$ cat config.mk
export PLATFORM = sky130hd
export DESIGN_NAME = ballot_arbiter_flat
export DESIGN_NICKNAME = d
export VERILOG_FILES = /design/src/rtl/ballot_arbiter_pkg.sv /design/src/rtl/ballot_arbiter_if.sv /design/src/rtl/ballot_arbiter_rr.sv /design/src/rtl/ballot_arbiter.sv /design/src/flat_wrapper.sv
export SDC_FILE = /design/constraint.sdc
export NUM_CORES = 1
export LEC_CHECK = 0
export BUFFER_PORTS_ARGS = -buffer_cell sky130_fd_sc_hd__buf_2
export CAP_MARGIN = 5
export CORE_MARGIN = 5
export CORE_UTILIZATION = 53
export CTS_BUF_LIST = sky130_fd_sc_hd__clkbuf_2 sky130_fd_sc_hd__clkbuf_4 sky130_fd_sc_hd__clkbuf_8
export DETAILED_ROUTE_END_ITERATION = 10
export PLACE_DENSITY = 0.82
export RECOVER_POWER = 25
export SKIP_CTS_REPAIR_TIMING = 1
export SYNTH_ARGS = -nofsm -noshare
export SYNTH_HDL_FRONTEND = slang
export SYNTH_SLANG_ARGS = --single-unit
$ cat constraint.sdc
create_clock -name clk -period 5.1 [get_ports clk]
set_input_delay 0.255 -clock clk [delete_from_list [all_inputs] [get_ports clk]]
set_output_delay 0.255 -clock clk [all_outputs]
set_load 0.05 [all_outputs]
$ cat src/rtl/ballot_arbiter_pkg.sv
// ballot_arbiter_pkg: session state encoding, default sizes and reset constants for ballot_arbiter
package ballot_arbiter_pkg;
  typedef enum logic [1:0] {CLOSED = 2'd0, OPEN = 2'd1, DRAIN = 2'd2, DONE = 2'd3} state_t;
  localparam int N_BOOTHS_DEF = 4;
  localparam int N_CAND_DEF = 3;
  localparam int CAND_W_DEF = 2;
  localparam int LOCKOUT_DEF = 15;
  localparam logic [31:0] TOTAL_RST = 32'd0;
  localparam logic [7:0] LOCK_RST = 8'd0;
endpackage

$ cat src/rtl/ballot_arbiter_if.sv
// ballot_arbiter_if: vote handshake between ballot_arbiter (master) and the tally counter bank (slave)
//   o_tally_valid  vote pending          o_tally_cand  candidate of the pending vote
//   o_tally_booth  booth of the vote     i_tally_ready counter bank accepts the vote
interface ballot_arbiter_if import ballot_arbiter_pkg::*; #(
  parameter int CAND_W = CAND_W_DEF,
  parameter int BOOTH_W = 2
) ();
  logic o_tally_valid;
  logic [CAND_W-1:0] o_tally_cand;
  logic [BOOTH_W-1:0] o_tally_booth;
  logic i_tally_ready;
  modport master (output o_tally_valid, o_tally_cand, o_tally_booth, input i_tally_ready);
  modport slave (input o_tally_valid, o_tally_cand, o_tally_booth, output i_tally_ready);
endinterface

$ cat src/rtl/ballot_arbiter_rr.sv
// ballot_arbiter_rr: N-way round-robin arbiter; search starts at the pointer, pointer moves to winner+1 on adv_i
//   clk, rst (async, active-low)   req_i eligible requests   adv_i grant taken
//   gnt_o one-hot winner           idx_o winner index        vld_o any request
module ballot_arbiter_rr #(
  parameter int N = 4,
  parameter int W = 2
) (
  input  logic         clk,
  input  logic         rst,
  input  logic [N-1:0] req_i,
  input  logic         adv_i,
  output logic [N-1:0] gnt_o,
  output logic [W-1:0] idx_o,
  output logic         vld_o
);
  logic [W-1:0] ptr_q, k;
  // Scan from the farthest offset down so the nearest requester after the pointer is assigned last.
  always_comb begin
    idx_o = '0;
    vld_o = 1'b0;
    k = '0;
    for (int i = N - 1; i >= 0; i--) begin
      k = W'((int'(ptr_q) + i) % N);
      if (req_i[k]) begin
        vld_o = 1'b1;
        idx_o = k;
      end
    end
    gnt_o = vld_o ? N'(1) << idx_o : '0;
  end
  always_ff @(posedge clk or negedge rst)
    if (!rst) ptr_q <= '0;
    else if (adv_i) ptr_q <= (int'(idx_o) == N - 1) ? '0 : idx_o + 1'b1;
endmodule

$ cat src/rtl/ballot_arbiter.sv
// ballot_arbiter: session FSM sharing one tally bank between booths, round-robin grants, per-booth lockout
//   clk, rst (async, active-low)   i_open/i_close session pulses
//   i_booth_req/i_booth_cand       per-booth request and candidate slice
//   o_booth_ack/rej/busy           per-booth accept pulse, reject pulse, lockout
//   tally                          vote handshake to the counter bank (master)
//   o_state, o_votes_total         session state and votes accepted this session
//   BALLOT_TIMEOUT_EN              drops a vote stalled TIMEOUT_CYC cycles with a reject
module ballot_arbiter import ballot_arbiter_pkg::*; #(
  parameter int N_BOOTHS = N_BOOTHS_DEF,
  parameter int N_CAND = N_CAND_DEF,
  parameter int CAND_W = CAND_W_DEF,
  parameter int BOOTH_W = $clog2(N_BOOTHS),
  parameter int LOCKOUT_CYC = LOCKOUT_DEF
`ifdef BALLOT_TIMEOUT_EN
  , parameter int TIMEOUT_CYC = 64
`endif
) (
  input  logic                       clk,
  input  logic                       rst,
  input  logic                       i_open,
  input  logic                       i_close,
  input  logic [N_BOOTHS-1:0]        i_booth_req,
  input  logic [N_BOOTHS*CAND_W-1:0] i_booth_cand,
  output logic [N_BOOTHS-1:0]        o_booth_ack,
  output logic [N_BOOTHS-1:0]        o_booth_rej,
  output logic [N_BOOTHS-1:0]        o_booth_busy,
  ballot_arbiter_if.master           tally,
  output logic [1:0]                 o_state,
  output logic [31:0]                o_votes_total
);
  state_t state_q;
  logic tvalid_q, vld, adv, xfer, ok;
  logic [CAND_W-1:0] tcand_q, cand_sel;
  logic [BOOTH_W-1:0] tbooth_q, idx;
  logic [N_BOOTHS-1:0] rej_q, gnt, elig;
  logic [7:0] lock_q [N_BOOTHS];
  logic [31:0] total_q;
`ifdef BALLOT_TIMEOUT_EN
  logic [31:0] wait_q;
`endif
  always_comb begin
    o_booth_busy = '0;
    for (int b = 0; b < N_BOOTHS; b++) o_booth_busy[b] = lock_q[b] != LOCK_RST;
  end
  assign elig = i_booth_req & ~o_booth_busy;
  ballot_arbiter_rr #(.N(N_BOOTHS), .W(BOOTH_W)) u_rr (
    .clk(clk), .rst(rst), .req_i(elig), .adv_i(adv), .gnt_o(gnt), .idx_o(idx), .vld_o(vld)
  );
  // A close pulse blocks the grant in its own cycle so nothing new starts once closing is requested.
  assign adv = vld && state_q == OPEN && !tvalid_q && !i_close;
  assign cand_sel = i_booth_cand[int'(idx)*CAND_W +: CAND_W];
  assign ok = int'(cand_sel) < N_CAND;
  assign xfer = tvalid_q && tally.i_tally_ready;
  assign o_booth_ack = xfer ? N_BOOTHS'(1) << tbooth_q : '0;
  assign o_booth_rej = rej_q;
  assign tally.o_tally_valid = tvalid_q;
  assign tally.o_tally_cand = tcand_q;
  assign tally.o_tally_booth = tbooth_q;
  assign o_state = state_q;
  assign o_votes_total = total_q;
  always_ff @(posedge clk or negedge rst)
    if (!rst) begin
      state_q <= CLOSED;
      tvalid_q <= 1'b0;
      tcand_q <= '0;
      tbooth_q <= '0;
      rej_q <= '0;
      total_q <= TOTAL_RST;
      for (int b = 0; b < N_BOOTHS; b++) lock_q[b] <= LOCK_RST;
`ifdef BALLOT_TIMEOUT_EN
      wait_q <= '0;
`endif
    end else begin
      rej_q <= '0;
      for (int b = 0; b < N_BOOTHS; b++) lock_q[b] <= (lock_q[b] != LOCK_RST) ? lock_q[b] - 8'd1 : LOCK_RST;
      if (xfer) begin
        tvalid_q <= 1'b0;
        lock_q[tbooth_q] <= 8'(LOCKOUT_CYC);
        total_q <= total_q + 32'(total_q != '1);
      end
`ifdef BALLOT_TIMEOUT_EN
      wait_q <= (tvalid_q && !tally.i_tally_ready) ? wait_q + 32'd1 : '0;
      if (tvalid_q && !tally.i_tally_ready && wait_q == 32'(TIMEOUT_CYC - 1)) begin
        tvalid_q <= 1'b0;
        rej_q <= N_BOOTHS'(1) << tbooth_q;
        wait_q <= '0;
      end
`endif
      // An out-of-range candidate is answered with a reject instead of a tally transfer.
      if (adv) begin
        tcand_q <= cand_sel;
        tbooth_q <= idx;
        tvalid_q <= ok;
        rej_q <= ok ? '0 : gnt;
      end
      case (state_q)
        CLOSED, DONE: if (i_open) begin
          state_q <= OPEN;
          total_q <= TOTAL_RST;
          for (int b = 0; b < N_BOOTHS; b++) lock_q[b] <= LOCK_RST;
        end
        OPEN: if (i_close) state_q <= DRAIN;
        DRAIN: if (!tvalid_q) state_q <= DONE;
        default: ;
      endcase
    end
endmodule

$ cat src/flat_wrapper.sv
// flat-port wrapper written by rule: the top's interface ports become plain ports
module ballot_arbiter_flat import ballot_arbiter_pkg::*;
#(
  parameter int N_BOOTHS = N_BOOTHS_DEF,
  parameter int N_CAND = N_CAND_DEF,
  parameter int CAND_W = CAND_W_DEF,
  parameter int BOOTH_W = $clog2(N_BOOTHS),
  parameter int LOCKOUT_CYC = LOCKOUT_DEF

)
  (clk, rst, i_open, i_close, i_booth_req, i_booth_cand, o_booth_ack, o_booth_rej, o_booth_busy, o_state, o_votes_total, tally_o_tally_valid, tally_o_tally_cand, tally_o_tally_booth, tally_i_tally_ready);
  ballot_arbiter_if #(.CAND_W(CAND_W), .BOOTH_W(BOOTH_W)) tally_i ();
  input  logic clk;
  input  logic rst;
  input  logic i_open;
  input  logic i_close;
  input  logic [N_BOOTHS-1:0] i_booth_req;
  input  logic [N_BOOTHS*CAND_W-1:0] i_booth_cand;
  output logic [N_BOOTHS-1:0] o_booth_ack;
  output logic [N_BOOTHS-1:0] o_booth_rej;
  output logic [N_BOOTHS-1:0] o_booth_busy;
  output logic [1:0] o_state;
  output logic [31:0] o_votes_total;
  output wire logic [$bits(tally_i.o_tally_valid)-1:0] tally_o_tally_valid;
  output wire logic [$bits(tally_i.o_tally_cand)-1:0] tally_o_tally_cand;
  output wire logic [$bits(tally_i.o_tally_booth)-1:0] tally_o_tally_booth;
  input wire logic [$bits(tally_i.i_tally_ready)-1:0] tally_i_tally_ready;
  assign tally_o_tally_valid = tally_i.o_tally_valid;
  assign tally_o_tally_cand = tally_i.o_tally_cand;
  assign tally_o_tally_booth = tally_i.o_tally_booth;
  assign tally_i.i_tally_ready = tally_i_tally_ready;
  ballot_arbiter #(.N_BOOTHS(N_BOOTHS), .N_CAND(N_CAND), .CAND_W(CAND_W), .BOOTH_W(BOOTH_W), .LOCKOUT_CYC(LOCKOUT_CYC)) u_core (.clk(clk), .rst(rst), .i_open(i_open), .i_close(i_close), .i_booth_req(i_booth_req), .i_booth_cand(i_booth_cand), .o_booth_ack(o_booth_ack), .o_booth_rej(o_booth_rej), .o_booth_busy(o_booth_busy), .tally(tally_i), .o_state(o_state), .o_votes_total(o_votes_total));
endmodule
# == After elaboration in Yosys (flattened, before gate mapping) ==
# Index checks and enable logic that the tools add are counted.
# word_totals
ff_bits,77
in_bits,17
output_inout_bits,51
wordCells,98
# classes
add_sub_neg,9
n_lt_le_gt_ge,7
n_eq_ne,8
n_shift,3
n_mux,39
n_bitwise,6
reduce_logical,15
# ops
op,count
two-way mux 32 bit,6
two-way mux 8 bit,5
adder 32 x 1 -> 32 bit,1
"!= test 32 bit, second input constant",1
nonzero test 8 bit,4
"subtractor 8 x 1 -> 8 bit, second input constant",4
bitwise AND 16 bit,1
demux 8 bit (select 2 bit),1
two-way mux 2 bit,8
two-way mux 4 bit,4
inverter 16 bit,1
OR 16 bit,1
"less-than comparator 2 x 3 -> 1 bit, second input constant",4
two-way mux 1 bit,10
binary-select mux 1 bit (select 2 bit),4
variable part select 8 x 4 -> 2 bit,1
"<< shifter 1 x 2 -> 4 bit, first input constant",2
"!= test 2 bit, second input constant",3
case mux 2 bit (3 select lines),1
logical AND 1 bit,5
"adder 2 x 1 -> 2 bit, second input constant",2
"adder 2 bit, second input constant",2
bitwise AND 4 bit,1
"equality test 2 x 1 -> 1 bit, second input constant",2
other kinds (11),13

# == Longest topological paths before layout ==
# logic_depth
word_depth,13
ltp_mapped,12
depth_no_buf,12

# == Cells and area by module ==
# From an unflattened synthesis, not the netlist that was laid out.
# hier_totals
hier_cells,431
hier_area_um2,4135.2
# by_module_without_submodules
mod,n_inst,cells_each,area_per_inst_um2,seq_area_each_um2
ballot_arbiter,1,399,3858.7,1876.8
ballot_arbiter_rr,1,32,276.5,50.0

# == Worst setup path after synthesis ==
# OpenSTA, ideal clock, no wires.
# synth_timing
path_type,reg2reg
from,"register u_core.total_q[4], in the netlist u_core.o_votes_total[4]"
to,"register u_core.total_q[22], in the netlist u_core.o_votes_total[22]"
arrival_time_ns,2.813
path_slack_ns,2.155
path_stages_with_launch,13
n_path_buf,0
synth_period_minus_slack_ns,2.945
path_cell_list,dfrtp_1 and4_1 and3_1 nand2_1 or4_1 ha_1 ha_1 nand4_2 nor2_2 and2_1 nand4_2 xor2_1 nor2_1
# synth_via
elab_chain_len,5
# synth_rtl
element,line,source
from (decl),ballot_arbiter.sv:37,logic [31:0] total_q;
from (signal assigned),ballot_arbiter.sv:79,total_q <= total_q + 32'(total_q != '1);
!= test 32 bit,ballot_arbiter.sv:79,
adder 32 x 1 -> 32 bit *,ballot_arbiter.sv:79,
two-way mux 32 bit *,ballot_arbiter.sv:76,if (xfer) begin
two-way mux 32 bit,ballot_arbiter.sv:97,"CLOSED, DONE: if (i_open) begin"
two-way mux 32 bit *,ballot_arbiter.sv:96,case (state_q)
# Mark *: on every way between the ends. The rest lies on a longest branch, timed or not.
# A chain may end at the register's enable or synchronous reset.

# == Final worst setup path ==
# Ends and elaborated chain as after synthesis.

==> impl_metrics.env <==
export IMPL_area_growth_syn_to_layout_pct=16.3
export IMPL_die_x_um=97.5
export IMPL_hold_path_class="in2async"
export IMPL_rsz0062_at_grt="no"
export IMPL_layout_drive_gt1_share_pct=19.5
export IMPL_clock_latency_ns=0.35
export IMPL_clock_path_buffers=2
export IMPL_io_buffers=67
export IMPL_power_static_leakage_uw=0.00234
export IMPL_clk_pin_slew_ns=0.08
export IMPL_tightest_slew_ns=0.951
export IMPL_syn_inst=425
export IMPL_yosysSeqAreaShare_pct=47.5
export IMPL_setup_violations=0
export IMPL_drv_cap=0
export IMPL_cts_root_buf="clkbuf_8"
export IMPL_wl_per_cell_um=15.0
export IMPL_die_area_sq_um=9500
export IMPL_fin_util_pct=62.0
export IMPL_start_util_pct=53.3
export IMPL_status="complete, no violations"
export IMPL_power_density_nw_per_um2=522
export IMPL_slew_viol_final=0
export IMPL_firstDrtPassIters=4
export IMPL_synth_flop_cell="dfrtp_1"
export IMPL_clock_sinks=77
export IMPL_grt_ovfl_total=0
export IMPL_die_y_um=97.5
export IMPL_grt_start_max_net_pins=78
export IMPL_synth_edf_count=0
export IMPL_fin_cells=604
export IMPL_dp_hpwl_mm=6.66
export IMPL_grtUsageTotal_pct=19.8
export IMPL_vias=3247
export IMPL_slew_headroom_pct=36.6
export IMPL_via_per_inst=5.38
export IMPL_fin_crit_sh_pct=56.2
export IMPL_yosys_cell_types_count=44
export IMPL_skew_ns=0.0132
export IMPL_cp_data_arrival_time_ns=3.10
export IMPL_core_sq_um=7610
export IMPL_worstPathRequired_ns=5.33
export IMPL_avgSynthCellArea_sq_um=9.54
export IMPL_netlist_top_cells_count="dfrtp_1, nor2_1, nand2_1"
export IMPL_crit_path_end_kind="flip-flop"
export IMPL_htreeDepth=3
export IMPL_fmax_mhz=349
export IMPL_hold_viol=0
export IMPL_grt_pass1_wl_mm=15.3
export IMPL_ios=68
export IMPL_antenna_found_initial=0
export IMPL_vdd_ir_drop_max_mv=0.326
export IMPL_whs_ns=0.0563
export IMPL_synth_area_top_cells="dfrtp_1, nor2_1, xor2_1"
export IMPL_start_kind="flip-flop"
export IMPL_place_gp_congestion=0.897
export IMPL_synth_top_cell_area_share_pct=47.5
export IMPL_ys_ff_latch=77
export IMPL_drc_errors=0
export IMPL_fin_crit_ns=2.87
export IMPL_antenna_left=0
export IMPL_worst_path_max_fanout=6
export IMPL_rows=32
export IMPL_wl_mm=9.03
export IMPL_yosysTopAreaCell="dfrtp_1"
export IMPL_tritoncts="done"
export IMPL_synthArstFlopShare_pct=100
export IMPL_drtIter0Drc=183
export IMPL_dpl_cell_count=589
export IMPL_antenna_cells=0
export IMPL_ys_warn_count=0
export IMPL_grt_pass1_vias=3299
export IMPL_finalSetupTns_ns=0
export IMPL_fin_nets=532
export IMPL_yosysMostFrequentCell="dfrtp_1"
export IMPL_crit_type="reg2reg"
export IMPL_synth_fp_nets=459
export IMPL_syn_cell_area_sq_um=4060
export IMPL_cts_buffers_inserted=9
-- per-stage QoR --
| stage | setup WS [ns] | power (uW) | instance area, sq um |
|---|---|---|---|
| after floorplan | 2.16 | 1710 | 4060 |
| after global placement | 2.40 | 1900 | 4500 |
| after detailed placement | 2.26 | 1960 | 4500 |
| after CTS | 2.23 | 2470 | 4720 |
| after global routing | 2.07 | 2640 | 4720 |
| final | 2.23 | 2460 | 4720 |
-- state kept, by name (all words and copies together), names as in the netlist --
| name | flops |
|---|---|
| u_core.o_votes_total | 32 |
| u_core.o_booth_rej | 4 |
| u_core.lock_q | 32 |
| u_core.tally.o_tally_booth | 2 |
| u_core.u_rr.ptr_q | 2 |
| u_core.tally.o_tally_cand | 2 |
| u_core.o_state | 2 |
| u_core.tally.o_tally_valid | 1 |
-- layout by cell type, fill, tap and decap left out, types with 3 or more instances in the layout --
cell type,count
a21oi_1,10
and2_1,4
and3_1,8
buf_2,66
clkbuf_8,9
dfrtp_1,77
ha_1,17
inv_1,23
mux2i_1,6
nand2_1,44
nand2b_1,5
nand3_1,21
nand4_1,12
nand4_2,3
nor2_1,68
nor3_1,9
nor4_1,4
o21a_1,3
o21ai_0,21
or3_1,4
xnor2_1,22
xor2_1,28
-- cell families after synthesis --
| logic type | count (synthesis) | share of synthesized area [%] |
|---|---|---|
| simple gates | 204 | 26.0 |
| fa+ha+maj | 17 | 5.24 |
| xor+xnor | 50 | 10.8 |
| mux | 9 | 2.31 |
| buf+inv | 29 | 2.78 |
| compound gates | 39 | 5.40 |
| flops | 77 | 47.5 |
-- final cells by class --
class	count	area [sq um]
clock buffers	11	139
fillers	625	2890
well taps	102	128
flip-flops and latches	77	1930
multi-input cells	319	2020
repair buffers	68	345
inverters	23	86.3
clock inverters	4	73.8
-- power by group --
group	internal (uW)	leakage [uW]	switching, uW	total [uW]
combinational	376	0.00120	661	1040
clock	284	0.000110	215	499
sequential	757	0.00103	167	924
total	1420	0.00234	1040	2460
-- metal layers --
metal  GRT usage (%)  vias up  wire [um]
li1                -     1579          -
met1            24.7     1583       4010
met3            5.24       10        453
met4            8.84        0        146
met5               0        -          0
met2            32.2       75       4420
-- critical path: stages, from the launching register on --
cell and delay [ns]:
dfrtp_1 0.46, and4_1 0.26, and3_1 0.21, nand2_1 0.13, or4_1 0.53, ha_1 0.25
ha_1 0.22, nand4_2 0.09, nor2_2 0.06, and2_1 0.18, nand4_2 0.13, xor2_1 0.17
nor2_1 0.05
-- final timing paths --
path | startpoint | to | slack (ns) | cells past startpoint
setup / recovery | u_core.o_votes_total[4] | u_core.o_votes_total[22] | 2.23 | 12
hold / removal | rst | u_core.lock_q[15] | 0.06 | 1
setup reg to reg | u_core.o_votes_total[4] | u_core.o_votes_total[22] | 2.23 | 12
hold reg to reg | u_core.tally.o_tally_cand[0] | u_core.tally.o_tally_cand[0] | 0.50 | 1
max in group asynchronous | rst | u_core.lock_q[3] | 4.44 | 1
min in group clk | tally_i_tally_ready | u_core.tally.o_tally_valid | 0.11 | 2
Power figures use the tool's default switching activity.
